`config.mk`:
```
export PLATFORM = sky130hd
export DESIGN_NAME = dmiss_sched
export DESIGN_NICKNAME = d
export VERILOG_FILES = /design/src/rtl/dmiss_sched.sv
export SDC_FILE = /design/constraint.sdc
export NUM_CORES = 1
export LEC_CHECK = 0
export CORE_MARGIN = 5
export CORE_UTILIZATION = 30
export DETAILED_ROUTE_END_ITERATION = 16
export GPL_TIMING_DRIVEN = 0
export PLACE_DENSITY_LB_ADDON = 0.3
export SYNTH_ARGS = -nofsm -noshare
export SYNTH_HDL_FRONTEND = slang
export SYNTH_SLANG_ARGS = --single-unit
export TNS_END_PERCENT = 50
```
`constraint.sdc`:
```
create_clock -name clk_i -period 5.4 [get_ports clk_i]
set_input_delay 1.35 -clock clk_i [delete_from_list [all_inputs] [get_ports clk_i]]
set_output_delay 1.35 -clock clk_i [all_outputs]
set_load 0.1 [all_outputs]
```
`src/rtl/dmiss_sched.sv`:
```
// Miss-drain scheduler: drains filled miss-CAM entries round-robin into the L2 request channel,
// tracks outstanding tags and pulses unlock once a locked CAM has fully drained.
module dmiss_sched #(
    parameter int unsigned ENTRIES = 16,
    parameter int unsigned TAG_W   = 4,
    parameter int unsigned ADDR_W  = 37,
    parameter int unsigned MAX_OUT = 8
) (
    input  logic              clk_i,
    input  logic              rst_ni,
    input  logic [ENTRIES-1:0] filled,
    input  logic              locked,
    output logic              ins_en,
    output logic [TAG_W-1:0]  ins_req,
    input  logic [ADDR_W-1:0] ins_addr,
    output logic              l2_req_vld,
    input  logic              l2_req_rdy,
    output logic [ADDR_W-1:0] l2_req_addr,
    output logic [TAG_W-1:0]  l2_req_tag,
    input  logic              l2_rsp_vld,
    input  logic [TAG_W-1:0]  l2_rsp_tag,
    output logic              unlock,
    output logic [TAG_W:0]    out_cnt,
    output logic              err
);

    localparam logic [TAG_W:0] MaxOut = (TAG_W+1)'(MAX_OUT);

    typedef enum logic [1:0] {StIdle, StPick, StIssue, StUnlk} state_e;

    state_e              state_q, state_d;
    logic [TAG_W-1:0]    rr_q, rr_d;
    logic [TAG_W-1:0]    sel_q, sel_d;
    logic [TAG_W-1:0]    tag_q, tag_d;
    logic [ADDR_W-1:0]   addr_q, addr_d;
    logic [ENTRIES-1:0]  pend_q, pend_d;
    logic [TAG_W:0]      cnt_q, cnt_d;
    logic                err_q, err_d;
    logic                ins_en_q, ins_en_d;
    logic                vld_q, vld_d;
    logic                unlock_q, unlock_d;

    logic [TAG_W-1:0]    sel;
    logic [TAG_W-1:0]    idx;
    logic                found;
    logic                any_filled;
    logic                handshake;
    logic                rsp_hit;

    // Round-robin search: first filled entry at or above rr, wrapping.
    always_comb begin
        sel   = rr_q;
        idx   = rr_q;
        found = 1'b0;
        for (int unsigned i = 0; i < ENTRIES; i++) begin
            idx = rr_q + TAG_W'(i);
            if (!found && filled[idx]) begin
                sel   = idx;
                found = 1'b1;
            end
        end
    end

    assign any_filled = |filled;
    assign handshake  = (state_q == StIssue) && l2_req_rdy;
    assign rsp_hit    = l2_rsp_vld && pend_q[l2_rsp_tag];

    always_comb begin
        state_d = state_q;
        rr_d    = rr_q;
        sel_d   = sel_q;
        tag_d   = tag_q;
        addr_d  = addr_q;
        unique case (state_q)
            StIdle: begin
                if (any_filled && (cnt_q < MaxOut)) begin
                    state_d = StPick;
                end else if (locked && !any_filled && (pend_q == '0) && !l2_rsp_vld) begin
                    state_d = StUnlk;
                end
            end
            StPick: begin
                addr_d  = ins_addr;
                tag_d   = sel_q;
                rr_d    = sel_q + TAG_W'(1);
                state_d = StIssue;
            end
            StIssue: begin
                if (l2_req_rdy) begin
                    // cnt_q < MaxOut here, so the +1 cannot overflow.
                    if (any_filled && ((cnt_q + (TAG_W+1)'(1)) < MaxOut)) begin
                        state_d = StPick;
                    end else begin
                        state_d = StIdle;
                    end
                end
            end
            StUnlk: state_d = StIdle;
            default: state_d = StIdle;
        endcase
        // Selection is registered on entry to PICK so ins_req never depends on live inputs.
        if (state_d == StPick && state_q != StPick) begin
            sel_d = sel;
        end
    end

    always_comb begin
        pend_d = pend_q;
        if (rsp_hit) begin
            pend_d[l2_rsp_tag] = 1'b0;
        end
        if (handshake) begin
            pend_d[tag_q] = 1'b1;
        end
        err_d = err_q | (l2_rsp_vld && !pend_q[l2_rsp_tag]);
        cnt_d = cnt_q;
        if (handshake && !rsp_hit) begin
            cnt_d = cnt_q + (TAG_W+1)'(1);
        end else if (!handshake && rsp_hit) begin
            cnt_d = cnt_q - (TAG_W+1)'(1);
        end
        ins_en_d = (state_d == StPick);
        vld_d    = (state_d == StIssue);
        unlock_d = (state_d == StUnlk);
    end

    always_ff @(posedge clk_i or negedge rst_ni) begin
        if (!rst_ni) begin
            state_q  <= StIdle;
            rr_q     <= '0;
            sel_q    <= '0;
            tag_q    <= '0;
            addr_q   <= '0;
            pend_q   <= '0;
            cnt_q    <= '0;
            err_q    <= 1'b0;
            ins_en_q <= 1'b0;
            vld_q    <= 1'b0;
            unlock_q <= 1'b0;
        end else begin
            state_q  <= state_d;
            rr_q     <= rr_d;
            sel_q    <= sel_d;
            tag_q    <= tag_d;
            addr_q   <= addr_d;
            pend_q   <= pend_d;
            cnt_q    <= cnt_d;
            err_q    <= err_d;
            ins_en_q <= ins_en_d;
            vld_q    <= vld_d;
            unlock_q <= unlock_d;
        end
    end

    assign ins_en      = ins_en_q;
    assign ins_req     = sel_q;
    assign l2_req_vld  = vld_q;
    assign l2_req_addr = addr_q;
    assign l2_req_tag  = tag_q;
    assign unlock      = unlock_q;
    assign out_cnt     = cnt_q;
    assign err         = err_q;

endmodule

```
==> flow_summary_export.csv, run 1 <==
group,metric,value,unit
yosys,netlist_area,0.00564,sq mm
yosys,synth_edf_count,0,
yosys,ys_types,72,
die,rows,50,
layout,final_cell_count_no_fill,885,
yosys,yosys_warnings,0,
yosys,synth_area_per_cell,10.8,sq um
drt,wl_per_cell,19.0,microns
grt,grt_max_degree,64,
die,coreArea,0.0186,sq mm
drt,wl,16.8,mm
sta,post-route-min-period,4950,ps
sta,min_period_over_period,0.916,
clock_network,post_cts_buffers,0,
yosys,synth_area_leaders,"dfrtp_1 34%, mux4_2 14%, mux2_2 11%",
grt,grt-ovfl-total,0,
placement,dp_hpwl,12.8,mm
min_path,hold_path_class,"flop to flop",
drt,route.detailed.drc,0,
grt,grt_pass1_wl,27.5,mm
die,die-area,0.0216,sq mm
drt,dr.first_iter.drc_count,498,
critical_path,crit_type,"flop to flop",
clock_network,cts_sinks,76,
yosys,syn_inst,523,
clock_network,clk_path_buf_depth,2,
run_status,status,"finished clean",
critical_path,cp_cell_sequence,"buf_2 -> clkinv_1 -> ha_1 -> xnor2_1 -> mux4_2 -> mux2_2 -> and4_1 -> nand4_2 -> or2_1 -> buf_2 -> nor4b_1 -> xnor2_1 -> o21ai_1",
drt,vias_per_cell,5.52,
placement,placedCellCount,871,
sta,relSlewSlack,0.319,
sta,finClkSkew,5.67,ps
grt,grt_antenna_before_repair,0,
critical_path,max_stage_delay,770,ps
clock_network,cts_tree,"done",
yosys,yosys.area.top_type,"dfrtp_1",
layout,fin_nets,721,
sta,fmax,202,MHz
yosys,synth_top_cell_area_share,0.337,
critical_path,cp-start-kind,"flop",
yosys,synth.most_common_cell,"dfrtp_1",
clock_network,path_clk_slew,60,ps
critical_path,cp_data_arrival_time,5130,ps
yosys,synth-seq-area-share,0.337,
clock_network,cts_hold_buf,0,
clock_network,cts_buffers,9,
die,die_w,147,microns
sta,setup_viol_count_final,0,
sta,fin_setup_tns,0,ps
critical_path,worst-path-max-fanout,11,
clock_network,cts_max_level,3,
die,initial_core_util,0.304,
drt,vias,4888,
yosys,synth-main-ff-cell,"dfrtp_1",
drt,dr.pass1.iters,5,
layout,area_growth,31.3,%
sta,maxSlewViolCount,0,
clock_network,cts_root_buf,"clkbuf_16",
drt,ant_nets,0,
layout,antenna_cells,0,
placement,port_buffers,113,
critical_path,cp-end-kind,"flop",
sta,rsz0062_at_grt,"false",
sta,worst_pin_slew,1020,ps
layout,layout-drive-gt1-share,0.197,
die,ioPinCount,116,
critical_path,cp_slowest_cell,"xnor2_1",
yosys,synthArstFlopShare,1.00,
die,fp.dieH,147,microns
job,drv_cap,0,
clock_network,insertion_delay,330,ps
critical_path,required,5580,ps
yosys,synth_nets,596,
yosys,ys_seq_elements,76,
grt,grt_use_total,0.155,
yosys,synth_common_cells,"76 x dfrtp_1, 53 x mux2_2, 49 x o21ai_0, 36 x mux4_2, 35 x nand2_1",
placement,gp_congestion,0.956,
sta,final_hold_viol_count,0,
grt,grt_pass1_vias,4963,
==> stage by stage <==
step                      cell area [sq um]  utilization  setup WS (ps)  hold slack [ps]
after floorplan                        5640            -           1320              479
after global placement                 7070        0.380            326              461
after detailed placement               7090        0.382            280              478
after CTS                              7400        0.399            267              494
after global routing                   7410        0.399           37.9              511
final                                  7410        0.399            452              481
==> metal layers <==
metal  vias up  share of wire  global-route usage
met5         -              0                   0
met4         0          0.019              0.0387
met3        23          0.070              0.0398
met2       204           0.49               0.261
met1      2405           0.42               0.201
li1       2256              -                   -
==> final cells by class <==
class,instances,area [sq um]
buffer,26,135
clock buffer,10,239
clock inverter,4,75.1
fill,1752,11200
inverter,16,60.1
multi-input combinational,405,3550
sequential,76,1900
tap,234,293
timing repair buffer,114,1160
==> cells in the final DEF (no fill, tap or decap), types with 5 or more instances in the layout <==
master / n
a211o_1: 5
a21oi_1: 21
buf_2: 5
clkbuf_1: 11
clkbuf_16: 9
clkdlybuf4s50_1: 112
dfrtp_1: 76
ha_1: 11
inv_1: 12
mux2_1: 7
mux2_2: 53
mux2i_1: 28
mux4_2: 36
nand2_1: 35
nand2b_1: 7
nand3_1: 14
nand4_1: 5
nor2_1: 20
nor3_1: 7
nor4_1: 10
o21ai_0: 49
xnor2_1: 8
xor2_1: 10
==> final timing paths <==
check,startpoint,endpoint,slack (ps),cells past startpoint
min in group asynchronous,rst_ni,l2_req_addr[19],870,1
worst min register to register,err,err,480,1
max in group asynchronous,rst_ni,ins_req[0],3950,2
worst max register to register,rr_q[1],ins_req[0],450,13
worst min-delay path,err,err,480,1
worst max-delay path,rr_q[1],ins_req[0],450,13
==> registers in the layout, summed over array words and instances, names as in the netlist <==
signal       cells
ins_req          4
unlock           1
l2_req_addr     37
l2_req_vld       1
state_q          2
l2_req_tag       4
out_cnt          5
rr_q             4
ins_en           1
pend_q          16
err              1
==> critical path, delay by kind of cell, from the launching register on <==
family,cells,cell delay (ps)
AO/OA/AOI/OAI,1,70
XOR/XNOR,2,950
adder cells (fa/ha/maj),1,410
AND/OR/NAND/NOR,4,1020
flip-flops,1,560
multiplexers,2,870
buffers and inverters,3,900
==> kinds of logic after synthesis <==
family / synth area share
fa+ha+maj: 0.0244
xor+xnor: 0.0279
flops: 0.337
mux: 0.316
simple gates: 0.126
buf+inv: 0.0344
compound gates: 0.134
==> repair_timing <==
item                                    4_1_cts  5_1_grt
endpoints found under the setup margin        0        2
endpoints found under the hold margin         0        0
resized for setup                             0        2
Power of run 1 is not shown: default switching activity piles up to over one toggle a cycle in this logic, so the estimate is an artifact.
==> run 2: changes to the inputs <==
--- a/config.mk
+++ b/config.mk
@@ -8,6 +8,7 @@
 export CORE_MARGIN = 5
 export CORE_UTILIZATION = 30
 export DETAILED_ROUTE_END_ITERATION = 16
+export GPL_ROUTABILITY_DRIVEN = 0
 export GPL_TIMING_DRIVEN = 0
 export PLACE_DENSITY_LB_ADDON = 0.3
 export SYNTH_ARGS = -nofsm -noshare
==> run 2 against run 1 <==
Final cell count grew 0.23%. Utilization shrank 0.19 points. Largest cell class unchanged. Critical path type unchanged. Sequential share of layout area is 0.12 points higher. First-iteration DRC count rose by 25%. Worst setup slack lost 89 ps.
==> flow_summary_export.csv, run 2 (synthesized netlist as in run 1, its figures left out) <==
group,metric,value,unit
layout,layout_commonest_cell,"clkdlybuf4s50_1",
drt,ant_nets,0,
grt,grt_use_total,0.154,
critical_path,cp_data_arrival_time,5260,ps
critical_path,required,5620,ps
layout,area_growth,30.6,%
drt,vias,4922,
die,fp.dieH,147,microns
layout,largest_reg_flops,37,
grt,grt_pass1_wl,26.9,mm
die,coreArea,0.0186,sq mm
drt,wl_met1,6.99,mm
sta,finClkSkew,3.86,ps
drt,wl_met2,8.18,mm
critical_path,cp-start-kind,"flop",
layout,fin_nets,721,
clock_network,cts_sinks,76,
critical_path,cp_slowest_cell,"mux4_2",
clock_network,cts_buffers,9,
sta,setup_slack,363,ps
sta,final_hold_viol_count,0,
sta,maxSlewViolCount,0,
grt,grt-ovfl-total,0,
clock_network,post_cts_buffers,0,
job,drv_cap,0,
drt,vias_per_cell,5.55,
sta,min_period_over_period,0.933,
min_path,hold_path_class,"flop to flop",
placement,port_buffers,113,
drt,wl,16.7,mm
sta,worst_pin_slew,1010,ps
clock_network,path_clk_slew,60,ps
layout,final_cell_mix,"112 x clkdlybuf4s50_1, 76 x dfrtp_1, 53 x mux2_2",
layout,antenna_cells,0,
die,die-area,0.0216,sq mm
clock_network,cts_root_buf,"clkbuf_16",
clock_network,cts_max_level,3,
clock_network,clk_path_buf_depth,2,
die,rows,50,
clock_network,insertion_delay,330,ps
placement,dp_hpwl,12.8,mm
critical_path,cpMostUsedCell,"buf_2",
clock_network,cts_tree,"done",
sta,fmax,199,MHz
die,ioPinCount,116,
layout,layout-drive-gt1-share,0.199,
placement,pre_cts_ws,265,ps
grt,grt_max_degree,64,
drt,dr.pass1.iters,5,
layout,multi_input_area,0.00355,sq mm
sta,post-route-min-period,5040,ps
drt,wl_per_cell,18.8,microns
drt,dr_wl_met3,1.01,mm
drt,top_layer_used,"met4",
sta,fin_setup_tns,0,ps
critical_path,cp_cell_sequence,"buf_2 -> clkinv_1 -> ha_1 -> buf_2 -> mux4_2 -> mux2_2 -> mux2i_1 -> clkbuf_1 -> nand4_1 -> nor4_1 -> o2bb2a_1 -> o211ai_1 -> a21oi_1 -> o22a_1",
run_status,status,"finished clean",
drt,route.detailed.drc,0,
die,die_w,147,microns
critical_path,cp-end-kind,"flop",
drt,dr.first_iter.drc_count,622,
layout,regArea,0.00190,sq mm
critical_path,max_stage_delay,590,ps
grt,grt_antenna_before_repair,0,
sta,rsz0062_at_grt,"false",
critical_path,worst-path-max-fanout,11,
critical_path,crit_type,"flop to flop",
layout,fill_cells,1763,
sta,setup_viol_count_final,0,
die,initial_core_util,0.304,
grt,grt_pass1_vias,4971,
sta,relSlewSlack,0.323,
==> run 2: path summary, 6_finish.rpt <==
check                        start              end  slack [ps]  cells after the start
setup / recovery           rr_q[1]       ins_req[2]         360                     14
hold / removal                 err              err         500                      1
setup reg to reg           rr_q[1]       ins_req[2]         360                     14
hold reg to reg                err              err         500                      1
max in group asynchronous   rst_ni           ins_en        3980                      2
min in group asynchronous   rst_ni  l2_req_addr[12]         860                      1
==> run 2: final cells by class <==
cell class                 instances  area share
buffer                            26      0.0183
tap                              234      0.0397
clock buffer                      10      0.0324
inverter                          16     0.00815
multi-input combinational        405       0.481
timing repair buffer             114       0.157
clock inverter                     6     0.00543
sequential                        76       0.258
==> run 2: repair_timing <==
item | 4_1_cts | 5_1_grt
hold endpoints to repair | 0 | 0
hold buffers | 0 | 0
setup endpoints to repair | 0 | 2
gates resized for setup | 0 | 2
==> run 2: per-stage QoR <==
| step | cell area, sq um | std cells | utilization | hold slack [ps] |
|---|---|---|---|---|
| 2_1_floorplan | 5640 | 523 | - | 479 |
| 3_3_place_gp | 7070 | 870 | 0.380 | 465 |
| 3_5_place_dp | 7090 | 871 | 0.382 | 483 |
| 4_1_cts | 7370 | 887 | 0.397 | 505 |
| 5_1_grt | 7370 | 887 | 0.397 | 509 |
| 6_report | 7370 | 887 | 0.397 | 501 |
==> run 2: critical path: cells and delay by family, from the launching register on <==
family,cells,cell delay [ps]
AOI/OAI and AO/OA,4,660
muxes,3,1140
and+or+nand+nor,2,750
buffers and inverters,4,1350
adders and majority gates,1,430
DFF,1,580
==> run 2: routing by layer <==
metal / up-vias / GRT usage
li1: 2257 / -
met1: 2442 / 0.192
met2: 187 / 0.256
met3: 36 / 0.0429
met4: 0 / 0.0527
met5: - / 0
Power of run 2 is left out for the same reason.
